<file path="src/rtl/ds18b20_pkg.sv">
// Shared DS18B20 definitions: function-byte codes, FSM state encoding,
// 50 MHz bus timing constants and small sizing helpers. The master driver
// imports the same package so both ends agree on codes and timing.
package ds18b20_pkg;

   // Function / ROM command bytes
   localparam logic [7:0] CMD_SKIP_ROM = 8'hCC;
   localparam logic [7:0] CMD_CONVERT  = 8'h44;
   localparam logic [7:0] CMD_READ_SP  = 8'hBE;

   // Bus timing in 50 MHz clock cycles
   localparam int T_RST_MIN_50M   = 24_000;      // 480 us reset recognition
   localparam int T_PRES_WAIT_50M = 1_500;       // 30 us release-to-presence
   localparam int T_PRES_LOW_50M  = 6_000;       // 120 us presence low
   localparam int T_SAMPLE_50M    = 1_500;       // 30 us write-slot sample point
   localparam int T_TX0_HOLD_50M  = 2_000;       // 40 us low hold for a read-0
   localparam int T_CONV_50M      = 37_500_000;  // 750 ms conversion

   // Power-up temperature register (+85 C)
   localparam logic [15:0] T_RESET_VAL_DEF = 16'h0550;

   // Slave FSM states
   typedef enum logic [2:0] {
      ST_IDLE,
      ST_PRES_WAIT,
      ST_PRES_LOW,
      ST_ROM_RX,
      ST_FN_RX,
      ST_TX
   } ds_state_e;

   // Bits needed for a counter that must hold values 0..max_val
   function automatic int cnt_width(input int max_val);
      return (max_val < 2) ? 1 : $clog2(max_val + 1);
   endfunction

   function automatic int max_of(input int a, input int b);
      return (a > b) ? a : b;
   endfunction

endpackage

</file>
<file path="src/rtl/onewire_bus_monitor.sv">
// 1-Wire line watcher: synchronises dq, produces fall/rise strobes and flags
// a bus reset when the line rises after being low for at least T_RST_MIN.
module onewire_bus_monitor
   import ds18b20_pkg::*;
#(
   parameter int T_RST_MIN = T_RST_MIN_50M
)(
   input  logic clk,
   input  logic rst_n,
   input  logic dq_in,
   output logic dq_sync,
   output logic fall,
   output logic bus_reset
);

   localparam int LW = cnt_width(T_RST_MIN);

   logic          meta_reg;
   logic          sync_reg;
   logic          sync_d_reg;
   logic [LW-1:0] low_cnt_reg;
   logic          rise;

   // Two-stage synchroniser plus one delay stage for edge detection; idle bus is high
   always_ff @(posedge clk or negedge rst_n) begin
      if (!rst_n) begin
         meta_reg   <= 1'b1;
         sync_reg   <= 1'b1;
         sync_d_reg <= 1'b1;
      end else begin
         meta_reg   <= dq_in;
         sync_reg   <= meta_reg;
         sync_d_reg <= sync_reg;
      end
   end

   // Low-time counter: counts while the synchronised line is low, saturates at T_RST_MIN
   always_ff @(posedge clk or negedge rst_n) begin
      if (!rst_n) begin
         low_cnt_reg <= '0;
      end else if (sync_reg) begin
         low_cnt_reg <= '0;
      end else if (low_cnt_reg != LW'(T_RST_MIN)) begin
         low_cnt_reg <= low_cnt_reg + 1'b1;
      end
   end

   assign dq_sync   = sync_reg;
   assign fall      = sync_d_reg & ~sync_reg;
   assign rise      = ~sync_d_reg & sync_reg;
   // The counter still holds the completed low time on the rise cycle
   assign bus_reset = rise && (low_cnt_reg == LW'(T_RST_MIN));

endmodule

</file>
<file path="config.mk">
export PLATFORM = sky130hd
export DESIGN_NAME = onewire_bus_monitor
export DESIGN_NICKNAME = d
export VERILOG_FILES = /design/src/rtl/ds18b20_pkg.sv /design/src/rtl/onewire_bus_monitor.sv
export SDC_FILE = /design/constraint.sdc
export NUM_CORES = 1
export LEC_CHECK = 0
export CORE_MARGIN = 4
export CORE_UTILIZATION = 30
export DETAILED_ROUTE_END_ITERATION = 12
export SYNTH_ARGS = -nofsm -noshare
export SYNTH_HDL_FRONTEND = slang
export SYNTH_SLANG_ARGS = --single-unit
</file>
<file path="constraint.sdc">
create_clock -name clk -period 1.78 [get_ports clk]
set_clock_uncertainty 0.15 [all_clocks]
set_input_delay 0.267 -clock clk [delete_from_list [all_inputs] [get_ports clk]]
set_output_delay 0.267 -clock clk [all_outputs]
set_load 0.02 [all_outputs]
</file>
# ---- Word-level counts from Yosys, hierarchy flattened
# Cells that the tools add are included.
# W data, S select, Z words.
dict set report totals {
  regBits 18
  input_bits 3
  word_cells 15
}
dict set report classes {
  add_sub_neg 1
  n_eq_ne 2
  muxes 2
  n_bitwise 4
  n_reduce_logical 2
}
# cell count
set ops {}
lappend ops {{$mux W15} 2}
lappend ops {{$add A15 B1 Y15 const B} 1}
lappend ops {{$eq A15 B15 Y1 const B} 1}
lappend ops {{$ne A15 B15 Y1 const B} 1}
lappend ops {{$and A1 B1 Y1} 2}
lappend ops {{$not A1 Y1} 2}
lappend ops {{$reduce_bool A2 Y1} 1}
lappend ops {{$logic_and A1 B1 Y1} 1}

# ---- Logic depth before layout (Yosys ltp)
dict set report depth {
  word_depth 3
  ltp_mapped 5
  mapped_depth_nobuf 5
}

# ---- Worst setup path before layout
# Ideal clock, no wire load.
dict set report synth_path {
  path_kind {reg2out}
  start {register low_cnt_reg[3]}
  end {output bus_reset}
  arrival_time_ns 1.584
  slack_ns -0.221
  path_stages_with_launch 4
  n_path_buf 0
  path_cell_list {dfrtp_1 > or4_4 > nor4_4 > and3b_2}
}
dict set report synth_between {
  elab_chain_cells 2
}
# element line_no
set synth_lines {}
lappend synth_lines {{start, declared} onewire_bus_monitor.sv:21} ;# logic [LW-1:0] low_cnt_reg;
lappend synth_lines {{start signal, assigned} onewire_bus_monitor.sv:44} ;# low_cnt_reg <= low_cnt_reg + 1'b1;
lappend synth_lines {{$eq A15 B15 Y1} onewire_bus_monitor.sv:52} ;# assign bus_reset = rise && (low_cnt_reg == LW'(T_RST_MIN));
lappend synth_lines {{$logic_and A1 B1 Y1} onewire_bus_monitor.sv:52}
lappend synth_lines {{end, declared} onewire_bus_monitor.sv:13} ;# output logic bus_reset
# Every way passes these cells.

# ---- Final worst setup path
# Same ends and word-level chain as after synthesis.

==> results.py <==
metrics = {
    "status": {
        "status": "finished with violations",
        "violations": "negative setup slack",
    },
    "global_route": {
        "antenna_found_initial": 0,
        "gr-total-overflow": 0,
        "grt_pass1_wl_um": 3660,
        "grt_usage": 0.112,
        "met2_usage": 0.196,
        "grt_max_degree": 19,
        "gr-usage-met3": 0.00693,
        "grtUsageMet1": 0.136,
        "top_usage_layer": "met2",
        "first_global_vias": 852,
    },
    "sta": {
        "final-setup-viol-count": 4,
        "slew_headroom": 0.801,
        "period_needed_ns": 2.27,
        "drv_slew": 0,
        "layout_setup_ws_ns": -0.489,
        "tightest_slew_ns": 0.295,
        "rsz0062_at_grt": "true",
        "period_share": 1.27,
        "hold_viol_final": 0,
        "fmax_ghz": 0.441,
    },
    "critical_path": {
        "reg2regPathDepth": 4,
        "required_ns": 1.36,
        "end_kind": "output port",
        "cp_slowest_cell": "or4_4",
        "r2r_slack_ns": -0.15,
        "r2r-start": "low_cnt_reg[3]",
        "startpoint_type": "flip-flop",
        "max_stage_delay_ns": 0.54,
        "critPathMaxFanout": 2,
        "crit_path_start": "low_cnt_reg[3]",
        "critPathKind": "reg2out",
        "crit_family": "simple AND/OR/NAND/NOR gates",
        "cp_num_buf_inv": 1,
        "arrival_ns": 1.85,
        "path_cells": "or4_4, nor4_4, and3b_2, buf_6",
        "rr_endpoint": "low_cnt_reg[0]",
    },
    "yosys": {
        "async_flop_share": 1.00,
        "synth_fa_ha_area_frac": 0.0260,
        "yosys.cell_types.count": 27,
        "synthXorXnorAreaFrac": 0.0182,
        "synth_top_family_by_area": "simple AND/OR/NAND/NOR gates",
        "ys_ff_latch": 18,
        "synth_top_area_cell": "dfrtp_1",
        "synth_cells": 92,
        "synth_edf_count": 0,
        "yosysWarnings": 0,
        "yosysSeqAreaShare": 0.472,
        "syn_area_per_cell_sq_um": 10.5,
        "synth_compound_area_frac": 0.0793,
        "synth_top_cells_by_count": "dfrtp_1, nor2_1, a21oi_1, nand3_1",
        "synth_area_leaders": "dfrtp_1, dfstp_2, mux2_2",
        "synth_mux_area_frac": 0.0728,
        "syn_area_sq_um": 962,
        "syn_nets": 97,
        "ys.flop_type": "dfrtp_1",
        "synth.most_common_cell": "dfrtp_1",
        "yosys.area_share.simple": 0.294,
        "synth_top_area_share": 0.390,
    },
    "finish": {
        "num_antenna_cells": 0,
        "final_core_util": 0.436,
        "drive_gt1_frac": 0.411,
        "fin_nets": 130,
        "final_cell_count_no_fill": 168,
        "fillers": 320,
        "largest_reg_flops": 15,
        "area_delta_synth_final_pct": 38.5,
    },
    "die": {
        "die_y_um": 64.6,
        "rows": 20,
        "start_util": 0.315,
        "ios": 6,
        "die_area_sq_um": 4180,
        "core_area_sq_um": 3050,
        "chipWidth_um": 64.6,
    },
    "detailed_routing": {
        "first_pass_iters": 4,
        "drc_errors": 0,
        "detail_route.iter0.violations": 10,
        "drtAntennaViolNets": 0,
        "wl_per_cell_um": 12.6,
        "avgViaCountPerCell": 4.77,
        "wirelength_um": 2120,
        "vias": 802,
    },
    "cts": {
        "clk_pin_slew_worst_paths_ns": 0.12,
        "insertion_delay_ns": 0.30,
        "hold_buffers": 0,
        "cts_buffers": 3,
        "root_buffer": "clkbuf_4",
        "cts_tree": "built",
        "cts_buffer_depth": 2,
        "h-tree-depth": 1,
        "cts.sinks": 18,
    },
    "job": {
        "cap_violations": 0,
    },
    "power_and_ir_drop": {
        "p_switching_uw": 185,
        "internal_power_uw": 583,
        "p_seq_frac": 0.554,
        "switching_share": 0.240,
        "combPwrFrac": 0.107,
        "power_frac_clock": 0.339,
        "p_leak_nw": 0.544,
        "power_density_nw_per_um2": 576,
        "ir_drop_v": 0.000367,
    },
    "placement": {
        "dp_hpwl_um": 1510,
        "place.gp.congestion": 0.742,
        "dp.cells": 162,
        "io_buffer_count": 5,
    },
    "min_path": {
        "hold_class": "in2async",
    },
}
## stage by stage
stage / worst slack (ns) / total power, mW / TNS [ns] / cell area, sq um / hold WS [ns]
after detailed placement: -0.640 / 0.514 / -0.802 / 1230 / 0.202
final: -0.489 / 0.768 / -0.742 / 1330 / 0.138
after global routing: -0.575 / 0.810 / -1.11 / 1330 / 0.152
after global placement: -0.616 / 0.511 / -0.749 / 1230 / 0.196
after floorplan: -0.213 / 0.472 / -0.312 / 962 / -0.179
after CTS: -0.534 / 0.782 / -0.863 / 1280 / 0.141
## power by group through the flow
stage | sequential (mW) | combinational (mW) | clock (mW)
3_5_place_dp | 0.433 | 0.0812 | 0
4_1_cts | 0.426 | 0.0800 | 0.276
5_1_grt | 0.427 | 0.0920 | 0.291
3_3_place_gp | 0.432 | 0.0786 | 0
2_1_floorplan | 0.439 | 0.0332 | 0
6_report | 0.425 | 0.0819 | 0.261
## worst max path at each step
stage                endpoint  depth (start not counted)
finish              bus_reset                          4
global route        bus_reset                          4
CTS                 bus_reset                          4
detailed placement  bus_reset                          4
global placement    bus_reset                          4
floorplan           bus_reset                          3
## cell families (layout without fill, tap and decap cells)
logic type | after synthesis | after routing
mux | 6 | 6
fa+ha+maj | 2 | 2
simple gates | 44 | 44
xor+xnor | 2 | 2
compound gates | 13 | 13
flops | 18 | 18
buf+inv | 7 | 39
## timing repair
action,in CTS,in global routing
endpoints found under the setup margin,5,13
pin swaps,2,7
gates resized for setup,10,11
setup buffers,2,1
## cells in the final DEF, fill, tap and decap left out, drive strengths merged
master,Yosys,layout
clkbuf,3,4
nand4,2,2
o21ai,2,2
nand2b,3,3
clkdlybuf4s50,0,2
xor2,2,2
or3,2,2
or4,5,5
o31ai,4,4
mux2,5,5
nor2b,5,5
dfstp,3,3
dfrtp,15,15
nor4,5,5
and3b,1,1
nand4bb,1,1
o22ai,1,1
buf,0,27
nor2,9,9
nand3,6,6
ha,2,2
a21oi,6,6
inv,4,4
clkdlybuf4s15,0,2
mux2i,1,1
nand2,5,5
## layout make-up
| cell class | instances | area, sq um | area share |
|---|---|---|---|
| timing repair buffer | 31 | 254 | 0.191 |
| tap | 44 | 55.1 | 0.0413 |
| clock buffer | 4 | 36.3 | 0.0272 |
| multi-input combinational | 67 | 518 | 0.389 |
| inverter | 4 | 15.0 | 0.0113 |
| sequential | 18 | 454 | 0.341 |
## metal layers
metal / routed length (um) / share of wire
met1: 936 / 0.44
met4: 27 / 0.013
met2: 1120 / 0.53
met5: 0 / 0
met3: 40 / 0.019
No activity file was read; power rests on OpenSTA's default activity.
